`src/rtl/i2s_pkg.sv`:
```
// Shared constants and tracker state encodings for the I2S serializer.
package i2s_pkg;

  localparam int DATA_WIDTH_DEFAULT = 32;

  // Tracks the lrclk edge -> bclk rise -> bclk fall sequence, which marks the
  // falling bclk edge where the MSB of a new word has to be presented.
  typedef enum logic [1:0] {
    TRK_IDLE      = 2'b00,
    TRK_ARMED     = 2'b01,
    TRK_SEEN_RISE = 2'b10,
    TRK_FIRE      = 2'b11
  } tracker_state_e;

endpackage

```
`src/rtl/i2s_first_bclk_detect.sv`:
```
// Detects the first bclk falling edge after a chosen lrclk edge. This is the
// one-bclk delay that standard I2S puts between the word clock and the MSB.
module i2s_first_bclk_detect
  import i2s_pkg::*;
#(
  parameter logic LR_RISING = 1'b0
) (
  input  logic clk,
  input  logic reset_n,
  input  logic lrclk_rise,
  input  logic lrclk_fall,
  input  logic bclk_rise,
  input  logic bclk_fall,
  output logic fire
);

  tracker_state_e state;
  tracker_state_e state_next;
  logic           lr_edge;

  assign lr_edge = LR_RISING ? lrclk_rise : lrclk_fall;

  // State register.
  always_ff @(posedge clk or negedge reset_n) begin
    if (!reset_n) begin
      state <= TRK_IDLE;
    end else begin
      state <= state_next;
    end
  end

  // A fresh lrclk edge restarts the sequence from any state.
  always_comb begin
    state_next = state;
    if (lr_edge) begin
      state_next = TRK_ARMED;
    end else begin
      case (state)
        TRK_ARMED:     if (bclk_rise) state_next = TRK_SEEN_RISE;
        TRK_SEEN_RISE: if (bclk_fall) state_next = TRK_FIRE;
        TRK_FIRE:      state_next = TRK_IDLE;
        default:       state_next = TRK_IDLE;
      endcase
    end
  end

  // FIRE lasts exactly one clk and acts as the load strobe.
  always_comb begin
    fire = (state == TRK_FIRE);
  end

endmodule

```
`src/rtl/i2s_shift_out.sv`:
```
// I2S transmitter in slave mode: follows external bclk/lrclk, pops one
// left/right pair from the FIFO per frame and shifts it out MSB first.
module i2s_shift_out
  import i2s_pkg::*;
#(
  parameter int DATA_WIDTH = DATA_WIDTH_DEFAULT
) (
  input  logic                  clk,
  input  logic                  reset_n,
  input  logic [DATA_WIDTH-1:0] fifo_left_data,
  input  logic [DATA_WIDTH-1:0] fifo_right_data,
  input  logic                  fifo_ready,
  output logic                  fifo_read,
  output logic                  underrun,
  input  logic                  enable,
  input  logic                  bclk,
  input  logic                  lrclk,
  output logic                  data_out
);

  logic                  bclk_d;
  logic                  lrclk_d;
  logic                  bclk_rise;
  logic                  bclk_fall;
  logic                  lrclk_rise;
  logic                  lrclk_fall;
  logic                  left_fire;
  logic                  right_fire;
  logic [DATA_WIDTH-1:0] shift_reg;
  logic [DATA_WIDTH-1:0] hold_reg;
  logic                  hold_valid;

  // One-clk delayed copies of the serial clocks for edge detection.
  always_ff @(posedge clk or negedge reset_n) begin
    if (!reset_n) begin
      bclk_d  <= 1'b0;
      lrclk_d <= 1'b0;
    end else begin
      bclk_d  <= bclk;
      lrclk_d <= lrclk;
    end
  end

  assign bclk_rise  = bclk & ~bclk_d;
  assign bclk_fall  = ~bclk & bclk_d;
  assign lrclk_rise = lrclk & ~lrclk_d;
  assign lrclk_fall = ~lrclk & lrclk_d;

  i2s_first_bclk_detect #(
    .LR_RISING (1'b0)
  ) u_left_load (
    .clk        (clk),
    .reset_n    (reset_n),
    .lrclk_rise (lrclk_rise),
    .lrclk_fall (lrclk_fall),
    .bclk_rise  (bclk_rise),
    .bclk_fall  (bclk_fall),
    .fire       (left_fire)
  );

  i2s_first_bclk_detect #(
    .LR_RISING (1'b1)
  ) u_right_load (
    .clk        (clk),
    .reset_n    (reset_n),
    .lrclk_rise (lrclk_rise),
    .lrclk_fall (lrclk_fall),
    .bclk_rise  (bclk_rise),
    .bclk_fall  (bclk_fall),
    .fire       (right_fire)
  );

  // Shift/load datapath; hold_valid stops a right slot from replaying a word
  // that was captured before the last reset or disable.
  always_ff @(posedge clk or negedge reset_n) begin
    if (!reset_n) begin
      shift_reg  <= '0;
      hold_reg   <= '0;
      hold_valid <= 1'b0;
    end else if (!enable) begin
      shift_reg  <= '0;
      hold_reg   <= '0;
      hold_valid <= 1'b0;
    end else if (left_fire) begin
      if (fifo_ready) begin
        shift_reg <= fifo_left_data;
        hold_reg  <= fifo_right_data;
      end else begin
        shift_reg <= '0;
        hold_reg  <= '0;
      end
      hold_valid <= 1'b1;
    end else if (right_fire) begin
      shift_reg <= hold_valid ? hold_reg : '0;
    end else if (bclk_fall) begin
      shift_reg <= {shift_reg[DATA_WIDTH-2:0], 1'b0};
    end
  end

  // FIFO handshake strobes coincide with the single LEFT_LOAD FIRE clk.
  always_comb begin
    fifo_read = enable & left_fire & fifo_ready;
    underrun  = enable & left_fire & ~fifo_ready;
  end

  assign data_out = shift_reg[DATA_WIDTH-1];

endmodule

```
`config.mk`:
```
export PLATFORM = sky130hd
export DESIGN_NAME = i2s_shift_out
export DESIGN_NICKNAME = d
export VERILOG_FILES = /design/src/rtl/i2s_pkg.sv /design/src/rtl/i2s_first_bclk_detect.sv /design/src/rtl/i2s_shift_out.sv
export SDC_FILE = /design/constraint.sdc
export NUM_CORES = 1
export LEC_CHECK = 0
export CAP_MARGIN = 0
export CORE_MARGIN = 1.5
export CORE_UTILIZATION = 40
export DETAILED_ROUTE_END_ITERATION = 10
export PLACE_DENSITY = 0.67
export SLEW_MARGIN = 10
export SYNTH_ARGS = -nofsm -noshare
export SYNTH_HDL_FRONTEND = slang
export SYNTH_SLANG_ARGS = --single-unit
```
`constraint.sdc`:
```
create_clock -name clk -period 3.8 [get_ports clk]
set_input_delay 0.95 -clock clk [delete_from_list [all_inputs] [get_ports clk]]
set_output_delay 0.95 -clock clk [all_outputs]
set_load 0.01 [all_outputs]
```
==> results of run 1 <==
==> cell families after synthesis <==
logic type               Yosys count
AO/OA/AOI/OAI                    140
AND/OR/NAND/NOR                   84
flip-flops                        71
buffers and inverters             48
adder cells (fa/ha/maj)            7
multiplexers                       1
==> worst register-to-register path, stage by stage (launching register included) <==
cell	delay, ps
dfrtp_1	430
ha_1	330
and2_1	790
buf_4	310
a221oi_1	100
o31ai_2	250
==> layer usage <==
layer	track usage (%)	routed length (um)	vias up
met2	29.1	4470	118
met4	5.06	70	0
li1	-	-	1440
met1	29.1	4510	1563
met5	0	0	-
met3	3.83	651	6
==> final cells by class <==
class / count / area (sq um) / area share, %
Tap cell: 129 / 161 / 3.30
Multi-Input combinational cell: 232 / 1880 / 38.4
Inverter: 7 / 26.3 / 0.538
Clock inverter: 7 / 121 / 2.48
Clock buffer: 9 / 124 / 2.53
Timing Repair Buffer: 80 / 801 / 16.4
Sequential cell: 71 / 1780 / 36.4
==> metrics by stage <==
stage,instances,utilization [%],worst slack [ps]
floorplan,351,-,1250
global placement,519,49.5,650
detailed placement,519,49.5,657
CTS,535,52.1,642
global route,535,52.1,625
finish,535,52.1,660
==> path summary, 6_finish.rpt <==
check	from	to	slack [ps]	depth (start not counted)
hold / removal	shift_reg[25]	shift_reg[25]	510	2
setup reg to reg	u_right_load.state[1]	shift_reg[26]	1500	5
hold reg to reg	shift_reg[25]	shift_reg[25]	510	2
setup / recovery	fifo_ready	fifo_read	660	3
min in group asynchronous	reset_n	hold_reg[8]	600	2
max in group asynchronous	reset_n	shift_reg[27]	2860	2
==> synthesized netlist by cell type <==
cell | count | share of area [%]
a211oi_1 | 2 | 0.38
a21bo_2 | 31 | 7.9
a21oi_1 | 3 | 0.38
a221oi_1 | 30 | 6.7
a22o_1 | 34 | 7.6
a22oi_1 | 2 | 0.38
and2_1 | 1 | 0.16
and2_4 | 1 | 0.22
and3_1 | 3 | 0.48
buf_12 | 3 | 1.5
buf_2 | 13 | 1.7
buf_6 | 3 | 0.86
clkbuf_1 | 22 | 2.1
dfrtp_1 | 71 | 45
ha_1 | 7 | 2.2
inv_1 | 7 | 0.67
mux2i_1 | 1 | 0.26
nand2_1 | 31 | 3.0
nand2b_1 | 3 | 0.48
nand2b_4 | 1 | 0.35
nand3_1 | 34 | 4.4
nand4b_1 | 1 | 0.22
nor2_1 | 3 | 0.29
nor2b_1 | 2 | 0.32
nor3b_1 | 2 | 0.38
nor3b_2 | 1 | 0.32
o21a_1 | 1 | 0.19
o21ai_0 | 1 | 0.13
o21ai_1 | 1 | 0.13
o221ai_1 | 2 | 0.45
o311a_1 | 1 | 0.26
o311ai_0 | 1 | 0.22
o31ai_1 | 2 | 0.38
o31ai_2 | 29 | 9.3
or2b_1 | 1 | 0.19
==> power groups by stage <==
stage | clock network [uW] | registers [uW] | logic [uW]
after floorplan | 0 | 1010 | 804
after global placement | 0 | 1040 | 990
after detailed placement | 0 | 1040 | 1010
after CTS | 753 | 1030 | 1020
after global routing | 785 | 1050 | 1120
final | 736 | 1030 | 1010
==> results_dict.tcl, run 1 <==
set metrics [dict create \
    swShare_pct 33.7 \
    slew_headroom_pct 31.7 \
    grt_pass1_wl_mm 15.8 \
    htreeDepth 3 \
    path_common_cell "clkdlybuf4s50_1" \
    timing.setup.tns_ps 0 \
    first_pass_iters 4 \
    hold_path_class "reg -> reg" \
    vias 3127 \
    viasPerCell 5.84 \
    synth.avg_cell_area_sq_um 11.1 \
    ys_seq_elements 71 \
    rsz0062_at_grt "no" \
    syn_inst 351 \
    antenna_left 0 \
    numPortBuffers 72 \
    cts_tree "done" \
    fin_skew_ps 4.91 \
    grt_max_degree 72 \
    cp_num_buf_inv 2 \
    worst_setup_path_start_kind "input port" \
    drv_cap 0 \
    gp_congestion 0.735 \
    fin_crit_ps 3140 \
    cts_hold_buf 0 \
    clk_path_buf_depth 2 \
    synth_top_family_by_area "compound AO/OA/AOI/OAI gates" \
    cp.required_ps 2850 \
    synthToLayoutAreaGrowth_pct 25.0 \
    hold_viol 0 \
    diodes 0 \
    synth-compound-area-share_pct 34.5 \
    drive_above_1_share_pct 22.2 \
    num_rows 35 \
    end_kind "primary output" \
    ioPinCount 73 \
    yosysWarnings 0 \
    hpwlAfterDp_mm 6.06 \
    power_switching_uw 937 \
    tritoncts.num_buffers 9 \
    grt_pass1_vias 3072 \
    yosys.area_share.simple_pct 10.8 \
    ys_types 35 \
    fp.dieW_um 102 \
    outcome "completed" \
    root_buffer "clkbuf_8" \
    start_util_pct 41.7 \
    fin_area_sq_um 4890 \
    pwr-share-seq_pct 37.1 \
    post_cts_buffers 0 \
    finalPower_uw 2780 \
    drc 0 \
    avgRoutedWirePerCell_um 18.1 \
    synth_xor_area_share_pct 0 \
    synthAdderAreaFrac_pct 2.24 \
    path_cells "clkdlybuf4s50_1, and3_1, clkdlybuf4s50_1" \
    cpPeakStageDelay_ps 530 \
    antenna_found_initial 0 \
    critPathMaxFanout 3 \
    synth_fp_nets 428 \
    dpl-instance-area_sq_um 4640 \
    cts_resized 0 \
    ys_seq_area_share_pct 45.4 \
    synth_area_sq_um 3910 \
    pwr-share-comb_pct 36.4 \
    whs_ps 514 \
    wl_mm 9.70 \
    tightest_slew_ps 1020 \
    synthMuxAreaShare_pct 0.256 \
    critical_path.top_delay_family "buffers and inverters" \
    fp.dieH_um 102 \
    finalMaxSlewViolations 0 \
    coreArea_sq_um 9370 \
    power_density_nw_per_um2 569 \
    clk_latency_ps 340 \
    grtUsageTotal_pct 19.5 \
    fmax_ghz 0.319 \
    final.fill_count 862 \
    critPathKind "in -> out" \
    peakVddDrop_mv 0.220 \
    pwr-share-clk_pct 26.5 \
    internal_power_uw 1840 \
    p_leak_uw 0.00211 \
    crit_arrival_ps 2190 \
    die_area_sq_um 10400 \
    drt_iter0_drc 175 \
    clk_pin_slew_ps 80 \
    period_share_pct 82.6 \
    final_cell_mix "dfrtp_1 (71), clkdlybuf4s50_1 (71), a22o_1 (34), nand3_1 (34)" \
    setup_viol 0 \
    grt_overflow 0 \
    crit_path_top_delay_cell "clkdlybuf4s50_1" \
    cts.sinks 71 \
    finalNetCount 478 \
]
Power figures use the tool's default switching activity.
==> run 2: changes to the inputs <==
--- a/config.mk
+++ b/config.mk
@@ -9,7 +9,7 @@
 export CORE_MARGIN = 1.5
 export CORE_UTILIZATION = 40
 export DETAILED_ROUTE_END_ITERATION = 10
-export PLACE_DENSITY = 0.67
+export PLACE_DENSITY = 0.69
 export SLEW_MARGIN = 10
 export SYNTH_ARGS = -nofsm -noshare
 export SYNTH_HDL_FRONTEND = slang
==> constraint.sdc (replaced) <==
create_clock -name clk -period 2.88 [get_ports clk]
set_input_delay 0.72 -clock clk [delete_from_list [all_inputs] [get_ports clk]]
set_output_delay 0.72 -clock clk [all_outputs]
set_load 0.01 [all_outputs]
==> run 2 against run 1 <==
- utilization up 0.17 points
- non-clock buffer count up 6
- combinational power increased by 36%
- total power rose by 30%
- largest cell class unchanged
==> results_dict.tcl, run 2 (same netlist as run 1, synthesis figures left out) <==
set metrics [dict create \
    outcome "completed" \
    finalMaxSlewViolations 0 \
    power_density_nw_per_um2 735 \
    gp_congestion 0.749 \
    finalPower_uw 3600 \
    viasPerCell 5.67 \
    drive_above_1_share_pct 23.3 \
    start_util_pct 41.7 \
    worst_setup_path_start_kind "input port" \
    final_cell_mix "dfrtp_1 (71), clkdlybuf4s50_1 (71), a22o_1 (34), nand3_1 (34)" \
    cts_tree "done" \
    slew_headroom_pct 18.1 \
    fp.dieW_um 102 \
    synthToLayoutAreaGrowth_pct 25.4 \
    critPathKind "in -> out" \
    setup_viol 0 \
    fp.dieH_um 102 \
    die_area_sq_um 10400 \
    peakVddDrop_mv 0.351 \
    avgRoutedWirePerCell_um 18.4 \
    fin_skew_ps 8.86 \
    tightest_slew_ps 1230 \
    antenna_left 0 \
    end_kind "primary output" \
    post_cts_buffers 0 \
    hpwlAfterDp_mm 6.42 \
    tritoncts.num_buffers 9 \
    hold_path_class "in -> async" \
    crit_arrival_ps 2040 \
    critPathMaxFanout 4 \
    clk_path_buf_depth 2 \
    numPortBuffers 72 \
    clk_pin_slew_ps 80 \
    grt_pass1_vias 3214 \
    drv_cap 0 \
    wl_mm 9.95 \
    grt_max_degree 38 \
    startpoint "fifo_ready" \
    cts_hold_buf 0 \
    fmax_ghz 0.363 \
    r2r_start "u_right_load.state[1]" \
    drc 0 \
    finalNetCount 484 \
    coreArea_sq_um 9370 \
    hold_viol 0 \
    vias 3070 \
    grt_overflow 0 \
    fin_crit_ps 2760 \
    clk_latency_ps 350 \
    diodes 0 \
    p_leak_uw 0.00214 \
    htreeDepth 3 \
    timing.setup.tns_ps 0 \
    ioPinCount 73 \
    rsz0062_at_grt "no" \
    cts.sinks 71 \
    antenna_found_initial 0 \
    cp.required_ps 2160 \
    ff2ff_path_depth 4 \
    root_buffer "clkbuf_8" \
    first_pass_iters 4 \
    grtUsageTotal_pct 20.3 \
    grt_pass1_wl_mm 16.4 \
    num_rows 35 \
    drt_iter0_drc 143 \
    period_share_pct 95.7 \
    cts_resized 0 \
]
==> run 2: cell count changes in the layout (fill, tap and decap cells not counted), sizes merged <==
cell,change
clkbuf,+3
bufinv,-2
inv,+1
clkinvlp,-2
buf,+6
==> run 2: power by group <==
part / total (uW) / switching (uW) / internal, uW / leakage (uW)
clock: 866 / 393 / 473 / 0.000109
combinational: 1370 / 707 / 664 / 0.00106
sequential: 1370 / 153 / 1210 / 0.000965
total: 3600 / 1250 / 2350 / 0.00214
==> run 2: final timing paths <==
path                       slack, ps             to
max in group asynchronous       1710    hold_reg[4]
min in group clk                 510    hold_reg[3]
setup reg to reg                 520   shift_reg[9]
hold reg to reg                  510    hold_reg[3]
hold / removal                   480  shift_reg[10]
setup / recovery                 120      fifo_read
==> run 2: area by class of cell <==
class	instances	area, sq um
clock buffer	12	165
clock inverter	4	51.3
inverter	7	26.3
sequential	71	1780
tap	129	161
timing repair buffer	86	846
multi-input combinational	232	1880
fill	879	4470
==> run 2: per-stage QoR <==
stage	instance area [sq um]	setup WS (ps)	cells	util, %	hold slack [ps]
after floorplan	3910	787	351	-	424
after global placement	4690	102	525	50.0	488
after detailed placement	4690	106	525	50.0	495
after CTS	4900	104	541	52.3	507
after global routing	4900	81.9	541	52.3	524
final	4900	125	541	52.3	481
==> run 2: metal layers <==
metal | global-route usage, % | wire [um]
met5 | 0 | 0
met4 | 5.27 | 78
met3 | 4.86 | 395
met2 | 32.9 | 4660
met1 | 27.5 | 4820
==> run 2: worst max-delay path: stages <==
cell and delay [ps]:
clkdlybuf4s50_1 590, and3_1 190, clkdlybuf4s50_1 530
==> run 3: changes to the inputs <==
--- a/config.mk
+++ b/config.mk
@@ -9,8 +9,9 @@
 export CORE_MARGIN = 1.5
 export CORE_UTILIZATION = 40
 export DETAILED_ROUTE_END_ITERATION = 10
+export HOLD_SLACK_MARGIN = 0.15
 export PLACE_DENSITY = 0.69
-export SLEW_MARGIN = 10
+export SLEW_MARGIN = 20
 export SYNTH_ARGS = -nofsm -noshare
 export SYNTH_HDL_FRONTEND = slang
 export SYNTH_SLANG_ARGS = --single-unit
==> run 3 against run 2 <==
- utilization is 0.55 points lower
- fmax about the same
- sequential power is essentially flat
- count of clock-buffer cells in the layout shrank 1
- critical path type unchanged
- largest cell class unchanged
==> results_dict.tcl, run 3 (same netlist as run 1, synthesis figures left out) <==
set metrics [dict create \
    outcome "completed" \
    clk_pin_slew_ps 70 \
    cts_resized 0 \
    r2r_start "u_right_load.state[1]" \
    root_buffer "clkbuf_8" \
    htreeDepth 3 \
    gp_congestion 0.749 \
    tightest_slew_ps 1040 \
    dp_worst_setup_slack_ps 106 \
    pwr-share-seq_pct 39.8 \
    r2r-end "shift_reg[9]" \
    diodes 0 \
    clk_latency_ps 340 \
    final_cell_mix "dfrtp_1 (71), clkdlybuf4s50_1 (71), a22o_1 (34), nand3_1 (34)" \
    crit_path_top_delay_cell "clkdlybuf4s50_1" \
    fin_ws_ps 123 \
    crit_arrival_ps 2040 \
    internal_power_uw 2200 \
    num_rows 35 \
    antenna_found_initial 0 \
    drive_above_1_share_pct 23.1 \
    path_common_cell "clkdlybuf4s50_1" \
    swShare_pct 35.6 \
    hold_path_class "in -> async" \
    startpoint "fifo_ready" \
    rrSetupSlack_ps 720 \
    timing.setup.tns_ps 0 \
    rsz0062_at_grt "no" \
    pwr-share-comb_pct 40.0 \
    fp.dieH_um 102 \
    grt_max_degree 38 \
    critical_path.top_delay_family "buffers and inverters" \
    ioPinCount 73 \
    post_cts_buffers 0 \
    grtUsageTotal_pct 20.0 \
    end_kind "primary output" \
    whs_ps 493 \
    dp_cells 525 \
    grt_pass1_vias 3189 \
    worst_setup_path_start_kind "input port" \
    wl_mm 9.90 \
    cts_hold_buf 0 \
    tritoncts.num_buffers 9 \
    hold_viol 0 \
    cp.required_ps 2160 \
    numPortBuffers 72 \
    setup_viol 0 \
    slew_headroom_pct 30.6 \
    cts_tree "done" \
    drv_cap 0 \
    clk_path_buf_depth 2 \
    power_switching_uw 1220 \
    critPathKind "in -> out" \
    grt_overflow 0 \
    critPathMaxFanout 4 \
    peakVddDrop_mv 0.346 \
    fin_skew_ps 8.76 \
    finalMaxSlewViolations 0 \
    viasPerCell 5.73 \
    pwr-share-clk_pct 20.2 \
    final.fill_count 874 \
    coreArea_sq_um 9370 \
    power_density_nw_per_um2 705 \
    antenna_left 0 \
    fp.dieW_um 102 \
    drc 0 \
    die_area_sq_um 10400 \
    final_cells 540 \
    ff2ff_path_depth 4 \
    hpwlAfterDp_mm 6.44 \
    start_util_pct 41.7 \
    grt_pass1_wl_mm 16.2 \
    cts.sinks 71 \
    drt_iter0_drc 130 \
    first_pass_iters 4 \
    synthToLayoutAreaGrowth_pct 24.1 \
    period_share_pct 95.7 \
    p_leak_uw 0.00211 \
    fmax_ghz 0.363 \
    cpPeakStageDelay_ps 590 \
    avgRoutedWirePerCell_um 18.3 \
    vias 3096 \
    fin_crit_ps 2760 \
    cp_num_buf_inv 2 \
    finalNetCount 484 \
    utilization_pct 51.8 \
    path_cells "clkdlybuf4s50_1, and3_1, clkdlybuf4s50_1" \
]
run 3: through the flow:
| stage | power (uW) | cell area (sq um) |
|---|---|---|
| CTS | 3440 | 4850 |
| global placement | 2690 | 4690 |
| global route | 3640 | 4850 |
| detailed placement | 2750 | 4690 |
| finish | 3420 | 4850 |
| floorplan | 2390 | 3910 |
run 3: power groups by stage:
stage | sequential, uW | combinational [uW] | clock, uW
floorplan | 1330 | 1060 | 0
global placement | 1370 | 1330 | 0
detailed placement | 1370 | 1370 | 0
CTS | 1360 | 1380 | 706
global route | 1390 | 1500 | 755
finish | 1360 | 1370 | 692
run 3: worst max path at each step:
stage                end  slack [ps]  cells past startpoint
6_report       fifo_read         120                      3
5_1_grt        fifo_read          80                      3
4_1_cts        fifo_read         100                      3
3_5_place_dp   fifo_read         110                      3
3_3_place_gp   fifo_read         100                      3
2_1_floorplan   underrun         790                      4
run 3: metal layers:
layer	up-vias	global-route usage [%]	wire (um)
met5	-	0	0
met4	0	4.74	48
met2	96	32.3	4580
met1	1547	27.7	4730
li1	1449	-	-
met3	4	4.51	534
run 3: final cells by class:
| type | count | area, sq um | share of cell area [%] |
|---|---|---|---|
| inverter | 7 | 26.3 | 0.542 |
| timing repair buffer | 86 | 846 | 17.4 |
| clock buffer | 11 | 141 | 2.91 |
| sequential | 71 | 1780 | 36.6 |
| tap | 129 | 161 | 3.33 |
| multi-input combinational | 232 | 1880 | 38.7 |
| clock inverter | 4 | 22.5 | 0.464 |
==> edit (config.mk and constraints of run 2) <==
Set the package constant `DATA_WIDTH_DEFAULT` to 64 (it was 32).
--- a/src/rtl/i2s_pkg.sv
+++ b/src/rtl/i2s_pkg.sv
@@ -2,5 +2,5 @@
 package i2s_pkg;
 
-  localparam int DATA_WIDTH_DEFAULT = 32;
+  localparam int DATA_WIDTH_DEFAULT = 64;
 
   // Tracks the lrclk edge -> bclk rise -> bclk fall sequence, which marks the
Ports: changed (resized fifo_left_data and fifo_right_data); port bits go from 73 to 137. No check against the original RTL was run, so the function may have changed too.
==> edit against run 2 <==
Sequential cell count grew 64. Hold slack worse by 0.28 ns. Clock skew shrank 0.0012 ns. Design area up 98%. Sequential power is 94% higher. Via count rose by 91%. Power grew 110%. Critical path depth grew 1. Wire length grew 100%. Area after synthesis is 95% higher. Combinational power up 110%. Worst setup slack lost 0.020 ns. Register-to-register slack better by 0.26 ns.
==> edit: results (changes against run 2) <==
status:
  status: "finished, final reports clean"
synth:
  yosys-top-cells-count: "dfrtp_1 (135), a22o_1 (66), nand3_1 (66), a21bo_2 (63), nand2_1 (63)"
  ys_ff_latch: 135  # +90%
  yosys-top-cells-area: "dfrtp_1 (44%), a221oi_2 (12%), o31ai_2 (9.7%), a21bo_2 (8.3%), a22o_1 (7.6%)"
  synthDistinctLibCells: 36  # +2.9%
  ys_seq_area_share_pct: 44.3  # -1.1 points
  syn_area_per_cell_sq_um: 11.8  # +6.2%
drt:
  wl_met2_um: 9820  # +110%
  via_per_inst: 5.92  # +4.2%
  routed-via-count: 5874  # +91%
  route.met3.wl_um: 882  # +120%
  drt_iter0_drc: 370  # +160%
placement:
  place_area_sq_um: 9140  # +95%
  post-place-cells: 961  # +83%
  portBuffers: 136  # +89%
  post-place-ws_ns: 0.338  # +0.232 ns
  place_congestion: 0.770  # +2.8%
global_route:
  antenna_found_initial: 1  # +1
  grt_max_degree: 65  # +71%
  grtUsageMet1_pct: 27.5  # -0.043 points
  grt_pass1_vias: 6097  # +90%
  use_met2_pct: 34.8  # +1.9 points
  grt_use_total_pct: 20.9  # +0.55 points
final_layout:
  multi_input_comb_cells: 424  # +83%
  drive_gt1_share_pct: 32.7  # +9.4 points
  num-clock-buffers: 22  # +10
  n_all_buffers: 161  # +87%
  multi_input_area_sq_um: 3810  # +100%
power:
  irDropWorstVdd_uv: 522  # +48%
  p_leak_uw: 0.00412  # +93%
  power_density_nw_per_um2: 785  # +6.8%
worst_setup_path:
  cp.arrival_ns: 2.06  # +0.02 ns
  path_max_fanout: 5  # +1
  max_stage_delay_ns: 0.61  # +0.02 ns
timing:
  finClkSkew_ns: 0.00770  # -0.00116 ns
  fin_worst_hold_slack_ns: 0.199  # -0.282 ns
floorplan:
  rows: 50  # +43%
clocking:
  clk_pin_slew_ns: 0.06  # -0.02 ns
  clk_latency_ns: 0.42  # +0.07 ns
## edit: cells by family after synthesis
kind of cell               share of synthesized area, %
AOI/OAI and AO/OA                                  39.2
adders and majority gates                          1.15
buffers and inverters                              6.04
DFF                                                44.3
muxes                                             0.131
and+or+nand+nor                                    9.14
## edit: final timing paths
kind                                                        start                          endpoint  depth (start not counted)
max in group asynchronous                                 reset_n  u_left_load.state[0]$_DFFE_PN0P_                          2
min in group clk                         hold_reg[62]$_DFFE_PN0P_          hold_reg[62]$_DFFE_PN0P_                          1
worst min register to register           hold_reg[62]$_DFFE_PN0P_          hold_reg[62]$_DFFE_PN0P_                          1
worst min-delay path                                      reset_n          hold_reg[40]$_DFFE_PN0P_                          1
worst max register to register  u_right_load.state[1]$_DFFE_PN0P_          shift_reg[0]$_DFFE_PN0P_                          5
worst max-delay path             u_left_load.state[1]$_DFFE_PN0P_                          underrun                          4
## edit: where the power goes
part	total, uW	switching [uW]	internal, uW
clock	2100	841	1260
sequential	2660	345	2310
combinational	2870	1430	1440
total	7620	2620	5010
